--- config.mk ---
export PLATFORM = sky130hd
export DESIGN_NAME = encrypt_stream_flat
export DESIGN_NICKNAME = d
export VERILOG_FILES = /design/src/rtl/encrypt_stream_if.sv /design/src/rtl/encrypt_stream.sv /design/src/flat_wrapper.sv
export SDC_FILE = /design/constraint.sdc
export NUM_CORES = 1
export LEC_CHECK = 0
export BUFFER_PORTS_ARGS = -buffer_cell sky130_fd_sc_hd__buf_2
export CAP_MARGIN = 20
export CORE_MARGIN = 2
export CORE_UTILIZATION = 42
export CTS_BUF_LIST = sky130_fd_sc_hd__clkbuf_16
export CTS_CLUSTER_DIAMETER = 120
export DETAILED_ROUTE_END_ITERATION = 12
export GPL_TIMING_DRIVEN = 0
export MAX_ROUTING_LAYER = met4
export PLACE_DENSITY_LB_ADDON = 0.15
export SYNTH_ARGS = -nofsm -noshare
export SYNTH_HDL_FRONTEND = slang
export SYNTH_SLANG_ARGS = --single-unit
--- constraint.sdc ---
create_clock -name clk -period 4.5 [get_ports clk]
set_clock_uncertainty 0.2 [all_clocks]
set_input_delay 0 -clock clk [delete_from_list [all_inputs] [get_ports clk]]
set_output_delay 0 -clock clk [all_outputs]
set_load 0.02 [all_outputs]
--- src/rtl/encrypt_stream_if.sv ---
// Stream-side signals of encrypt_stream: frame control, plaintext, keystream and ciphertext handshakes.
// The bench or upstream logic uses the master modport; the cipher block uses the slave modport.
interface encrypt_stream_if #(
  parameter int DATA_W   = 8,
  parameter int CHANNELS = 3,
  parameter int DEPTH    = 16384
);
  localparam int ADDR_W = $clog2(DEPTH);
  localparam int BEAT_W = CHANNELS * DATA_W;

  logic              start;
  logic              bypass;
  logic              in_valid;
  logic              in_ready;
  logic [BEAT_W-1:0] in_data;
  logic              key_valid;
  logic              key_ready;
  logic [BEAT_W-1:0] key_data;
  logic              out_valid;
  logic              out_ready;
  logic [BEAT_W-1:0] out_data;
  logic [ADDR_W-1:0] out_addr;
  logic              out_last;
  logic              busy;
  logic              done;

  modport master (
    output start, bypass, in_valid, in_data, key_valid, key_data, out_ready,
    input  in_ready, key_ready, out_valid, out_data, out_addr, out_last, busy, done
  );

  modport slave (
    input  start, bypass, in_valid, in_data, key_valid, key_data, out_ready,
    output in_ready, key_ready, out_valid, out_data, out_addr, out_last, busy, done
  );
endinterface

--- src/rtl/encrypt_stream.sv ---
// Frame-oriented XOR stream cipher: pairs each plaintext beat with one keystream beat
// and emits the ciphertext through a single output register tagged with its beat index.
module encrypt_stream #(
  parameter int DATA_W   = 8,
  parameter int CHANNELS = 3,
  parameter int DEPTH    = 16384
) (
  input  logic           clk,
  input  logic           rst,
  encrypt_stream_if.slave bus
);
  localparam int ADDR_W = $clog2(DEPTH);
  localparam int BEAT_W = CHANNELS * DATA_W;
  localparam logic [ADDR_W-1:0] LAST_IDX = ADDR_W'(DEPTH - 1);

  typedef enum logic [1:0] {IDLE, RUN, FLUSH, DONE} state_t;

  state_t            state_q, state_d;
  logic [ADDR_W-1:0] count_q;
  logic              bypass_q;
  logic              space;
  logic              in_rdy;
  logic              key_rdy;
  logic              accept;

  logic              vld_p1;
  logic [BEAT_W-1:0] data_p1;
  logic [ADDR_W-1:0] addr_p1;
  logic              last_p1;

  function automatic logic [BEAT_W-1:0] encrypt_beat(
    input logic [BEAT_W-1:0] pt,
    input logic [BEAT_W-1:0] ks,
    input logic              pass
  );
    logic [BEAT_W-1:0] ct;
    ct = pt;
    if (!pass) begin
      for (int c = 0; c < CHANNELS; c++) begin
        ct[c*DATA_W +: DATA_W] = pt[c*DATA_W +: DATA_W] ^ ks[c*DATA_W +: DATA_W];
      end
    end
    return ct;
  endfunction

  // Readies never look at their own valid, so upstream cannot form a combinational loop.
  always_comb begin
    space   = !vld_p1 || bus.out_ready;
    in_rdy  = (state_q == RUN) && (bus.key_valid || bypass_q) && space;
    key_rdy = (state_q == RUN) && bus.in_valid && !bypass_q && space;
    accept  = in_rdy && bus.in_valid;
  end

  always_comb begin
    state_d = state_q;
    case (state_q)
      IDLE:    if (bus.start) state_d = RUN;
      RUN:     if (accept && (count_q == LAST_IDX)) state_d = FLUSH;
      FLUSH:   if (!vld_p1) state_d = DONE;
      DONE:    state_d = IDLE;
      default: state_d = IDLE;
    endcase
  end

  always_ff @(posedge clk or posedge rst) begin
    if (rst) begin
      state_q  <= IDLE;
      count_q  <= '0;
      bypass_q <= 1'b0;
    end else begin
      state_q <= state_d;
      if ((state_q == IDLE) && bus.start) begin
        bypass_q <= bus.bypass;
        count_q  <= '0;
      end else if (accept && (count_q != LAST_IDX)) begin
        count_q <= count_q + ADDR_W'(1);
      end
    end
  end

  // Stage p1: ciphertext output register, held while the consumer stalls.
  always_ff @(posedge clk or posedge rst) begin
    if (rst) begin
      vld_p1  <= 1'b0;
      data_p1 <= '0;
      addr_p1 <= '0;
      last_p1 <= 1'b0;
    end else if (accept) begin
      vld_p1  <= 1'b1;
      data_p1 <= encrypt_beat(bus.in_data, bus.key_data, bypass_q);
      addr_p1 <= count_q;
      last_p1 <= (count_q == LAST_IDX);
    end else if (bus.out_ready) begin
      vld_p1 <= 1'b0;
    end
  end

  assign bus.in_ready  = in_rdy;
  assign bus.key_ready = key_rdy;
  assign bus.out_valid = vld_p1;
  assign bus.out_data  = data_p1;
  assign bus.out_addr  = addr_p1;
  assign bus.out_last  = last_p1;
  assign bus.busy      = (state_q == RUN) || (state_q == FLUSH);
  assign bus.done      = (state_q == DONE);
endmodule

--- src/flat_wrapper.sv ---
// flat-port wrapper written by rule: the top's interface ports become plain ports
module encrypt_stream_flat 
#(
  parameter int DATA_W   = 8,
  parameter int CHANNELS = 3,
  parameter int DEPTH    = 16384
)
  (clk, rst, bus_start, bus_bypass, bus_in_valid, bus_in_data, bus_key_valid, bus_key_data, bus_out_ready, bus_in_ready, bus_key_ready, bus_out_valid, bus_out_data, bus_out_addr, bus_out_last, bus_busy, bus_done);
  encrypt_stream_if #(.DATA_W(DATA_W), .CHANNELS(CHANNELS), .DEPTH(DEPTH)) bus_i ();
  input  logic clk;
  input  logic rst;
  input wire logic [$bits(bus_i.start)-1:0] bus_start;
  input wire logic [$bits(bus_i.bypass)-1:0] bus_bypass;
  input wire logic [$bits(bus_i.in_valid)-1:0] bus_in_valid;
  input wire logic [$bits(bus_i.in_data)-1:0] bus_in_data;
  input wire logic [$bits(bus_i.key_valid)-1:0] bus_key_valid;
  input wire logic [$bits(bus_i.key_data)-1:0] bus_key_data;
  input wire logic [$bits(bus_i.out_ready)-1:0] bus_out_ready;
  output wire logic [$bits(bus_i.in_ready)-1:0] bus_in_ready;
  output wire logic [$bits(bus_i.key_ready)-1:0] bus_key_ready;
  output wire logic [$bits(bus_i.out_valid)-1:0] bus_out_valid;
  output wire logic [$bits(bus_i.out_data)-1:0] bus_out_data;
  output wire logic [$bits(bus_i.out_addr)-1:0] bus_out_addr;
  output wire logic [$bits(bus_i.out_last)-1:0] bus_out_last;
  output wire logic [$bits(bus_i.busy)-1:0] bus_busy;
  output wire logic [$bits(bus_i.done)-1:0] bus_done;
  assign bus_i.start = bus_start;
  assign bus_i.bypass = bus_bypass;
  assign bus_i.in_valid = bus_in_valid;
  assign bus_i.in_data = bus_in_data;
  assign bus_i.key_valid = bus_key_valid;
  assign bus_i.key_data = bus_key_data;
  assign bus_i.out_ready = bus_out_ready;
  assign bus_in_ready = bus_i.in_ready;
  assign bus_key_ready = bus_i.key_ready;
  assign bus_out_valid = bus_i.out_valid;
  assign bus_out_data = bus_i.out_data;
  assign bus_out_addr = bus_i.out_addr;
  assign bus_out_last = bus_i.out_last;
  assign bus_busy = bus_i.busy;
  assign bus_done = bus_i.done;
  encrypt_stream #(.DATA_W(DATA_W), .CHANNELS(CHANNELS), .DEPTH(DEPTH)) u_core (.clk(clk), .rst(rst), .bus(bus_i));
endmodule
==> flow_metrics.env <==
export IMPL_outcome="finished clean"
export IMPL_drtIter0Drc=134
export IMPL_grt_util_met2_pct=32.3
export IMPL_end_kind="flip-flop"
export IMPL_floorplan_die_area_um2=7420
export IMPL_synth_area_leader_cell="dfrtp_1"
export IMPL_setup_violating_endpoint_count_in_the_final_report=0
export IMPL_die_height_um=86.2
export IMPL_synthDistinctLibCells=37
export IMPL_tritoncts="yes"
export IMPL_post_cts_setup_buffers=0
export IMPL_place_congestion=0.782
export IMPL_drive_gt1_share_pct=32.1
export IMPL_slew_violations=0
export IMPL_cts_max_path_buffers=2
export IMPL_layout_min_cycle_time_ns=2.40
export IMPL_timing_fmax_mhz=417
export IMPL_worst_ep_required_time_ns=4.50
export IMPL_cap_violations=0
export IMPL_antenna_cells_inserted=0
export IMPL_final_core_util_pct=65.8
export IMPL_setup_repair_after_global_routing_missed_its_margin="false"
export IMPL_area_growth_synth_to_final_pct=49.1
export IMPL_finalNetCount=497
export IMPL_yosysSeqAreaShare_pct=50.3
export IMPL_path_clk_slew_ns=0.05
export IMPL_post_synth_instance_area_um2=2840
export IMPL_dpl_cell_area_um2=3440
export IMPL_final_cell_count_no_fill=519
export IMPL_place_detailed_hpwl_um=4640
export IMPL_initial_core_util_pct=44.1
export IMPL_io_buffer_count=98
export IMPL_synth_warnings=0
export IMPL_power_per_cell_area_nw_per_um2=386
export IMPL_detailed_route_via_count=2547
export IMPL_setup_tns_ns=0
export IMPL_layout_filler_cells=508
export IMPL_cts_htree_levels=3
export IMPL_clock_insertion_delay_worst_skew_ns=0.32
export IMPL_detail_route_wl_per_cell_um=13.9
export IMPL_kind_of_start_point_of_the_critical_path="flip-flop"
export IMPL_count_of_state_elements_after_synthesis=57
export IMPL_floorplan_rows=29
export IMPL_die_width_um=86.2
export IMPL_global_route_wire_length_before_repair_um=11900
export IMPL_gr_util_all_layers_pct=21.4
export IMPL_avgSynthCellArea_um2=10.3
export IMPL_fin_area_um2=4230
export IMPL_vias_per_cell=4.91
export IMPL_totalWireLength_um=7230
export IMPL_grt_busiest_layer="met2"
export IMPL_pin_count=99
export IMPL_drc=0
export IMPL_timing_critical_path_fanout_max=10
export IMPL_number_of_instances_in_the_synthesized_netlist=274
export IMPL_p_leak_nw=2.08
export IMPL_grt_use_met1_pct=26.6
export IMPL_hold_viol=0
export IMPL_relSlewSlack_pct=46.0
export IMPL_via_count_of_the_first_global_routing_pass=2575
export IMPL_synth_largest_type_area_fraction_pct=50.3
export IMPL_cts_buffers=9
export IMPL_postSynthNetCount=334
export IMPL_drt_pre_antenna_iters=4
export IMPL_timing_worst_setup_path_type="reg -> reg"
export IMPL_timing_hold_worst_class="in -> async"
export IMPL_antenna_left=0
export IMPL_grt_start_max_net_pins=35
export IMPL_gr_usage_met3_pct=5.10
export IMPL_final_period_utilization_pct=53.2
export IMPL_ys_top_cells_by_area="dfrtp_1 (50%), xnor2_1 (9.9%), mux2_2 (5.6%)"
export IMPL_cts_sink_count=57
export IMPL_finalPower_mw=1.63
export IMPL_dp_cells=450
export IMPL_cp_arrival_ns=2.40
export IMPL_tightestPinTransition_ns=0.802
export IMPL_ir_worst_vdd_uv=264
export IMPL_gr_total_overflow=0
export IMPL_ctsRootBufferMaster="clkbuf_16"
export IMPL_core_area_um2=6420
export IMPL_antenna_violations_before_repair=0
cell usage in the layout, fill, tap and decap left out, drive strengths merged, types with 7 or more instances in the layout:
cell type,n
nor2,14
mux2,15
inv,7
xnor2,32
o21ai,26
nand2,39
buf,107
dlygate4sd3,53
clkbuf,15
dfrtp,57
nor2b,24
where the power goes:
group	internal, mW	total [mW]	switching [mW]	leakage (nW)
clock	0.359	0.579	0.219	0.136
sequential	0.597	0.658	0.0610	0.736
combinational	0.185	0.394	0.209	1.21
per-stage QoR:
step                      hold WS (ns)  setup slack (ns)
after global routing             0.122              1.87
after floorplan                -0.0946              2.42
final                           0.0506              2.10
after detailed placement        -0.132              2.10
after CTS                       0.0660              2.09
after global placement        -0.00228              2.13
sequential cells by signal, summed over array words and instances, names as in the netlist:
| register | cells |
|---|---|
| u_core.bus.out_data | 24 |
| u_core.bus.out_addr | 14 |
| u_core.count_q | 14 |
| u_core.state_q | 2 |
| u_core.bus.out_last | 1 |
| u_core.bus.out_valid | 1 |
| u_core.bypass_q | 1 |
repair_timing:
item / CTS / global route
resized for setup: 0 / 0
hold buffers: 53 / 0
hold endpoints to repair: 87 / 0
per-layer routing:
| layer | routed length (um) | share of wire (%) | vias up |
|---|---|---|---|
| li1 | - | - | 1253 |
| met1 | 3270 | 45 | 1204 |
| met2 | 3480 | 48 | 74 |
| met3 | 310 | 4.3 | 16 |
| met4 | 182 | 2.5 | 0 |
| met5 | 0 | 0 | - |
cell usage after synthesis:
| cell type | instances |
|---|---|
| o31ai_1 | 1 |
| nor4_2 | 1 |
| o31ai_4 | 1 |
| nor3_1 | 6 |
| a22oi_1 | 2 |
| o2111ai_2 | 1 |
| nor3b_1 | 2 |
| nor2_1 | 14 |
| nand2_1 | 38 |
| nand4_4 | 1 |
| o211a_1 | 1 |
| ha_1 | 5 |
| mux2_2 | 14 |
| mux2i_1 | 3 |
| nand2_2 | 1 |
| o21ai_0 | 26 |
| clkbuf_2 | 1 |
| or4_1 | 1 |
| clkbuf_1 | 5 |
| and4_1 | 1 |
| xnor2_1 | 32 |
| or3_1 | 1 |
| and2_1 | 1 |
| nor2b_1 | 24 |
| and3_1 | 1 |
| nand3_1 | 4 |
| or3_4 | 1 |
| buf_2 | 7 |
| nor4_1 | 3 |
| inv_1 | 5 |
| buf_1 | 1 |
| a21oi_1 | 4 |
| and4_2 | 1 |
| nand2b_1 | 2 |
| mux2_4 | 1 |
| dfrtp_1 | 57 |
| nand4_1 | 4 |
critical path: stages (launching register included):
cell	delay [ns]
dfrtp_1	0.40
inv_1	0.09
ha_1	0.29
o2111ai_2	0.22
buf_2	0.25
nor4_2	0.51
and3_1	0.21
o21ai_0	0.08
path summary, 6_finish.rpt:
kind,from,to,slack [ns],cells past startpoint
worst max-delay path,u_core.state_q[1]$_DFFE_PP0P_,u_core.count_q[10]$_DFFE_PP0P_,2.10,7
worst max register to register,u_core.state_q[1]$_DFFE_PP0P_,u_core.count_q[10]$_DFFE_PP0P_,2.10,7
max in group asynchronous,rst,u_core.state_q[0]$_DFFE_PP0P_,3.49,4
worst min register to register,u_core.bus.out_data[11]$_DFFE_PP0P_,u_core.bus.out_data[11]$_DFFE_PP0P_,0.28,2
min in group clk,bus_in_valid,u_core.count_q[13]$_DFFE_PP0P_,0.12,5
worst min-delay path,rst,u_core.bus.out_addr[1]$_DFFE_PP0P_,0.05,3
final cells by class:
class | count | area (um2) | area share, %
inverters | 5 | 18.8 | 0.444
plain buffers | 14 | 62.6 | 1.48
clock buffers | 9 | 225 | 5.33
flip-flops and latches | 57 | 1430 | 33.7
multi-input cells | 198 | 1330 | 31.4
clock inverters | 7 | 30.0 | 0.710
repair buffers | 152 | 1040 | 24.6
well taps | 77 | 96.3 | 2.28
cell families (layout without fill, tap and decap cells):
kind of cell / Yosys count / in the layout / synth area share, %
buffers and inverters: 19 / 187 / 2.87
XOR/XNOR: 32 / 32 / 9.89
adder cells (fa/ha/maj): 5 / 5 / 2.21
AND/OR/NAND/NOR: 107 / 107 / 19.9
multiplexers: 18 / 18 / 7.15
AO/OA/AOI/OAI: 36 / 36 / 7.72
flip-flops: 57 / 57 / 50.3
Note: power is estimated with default switching activity, not from simulation.
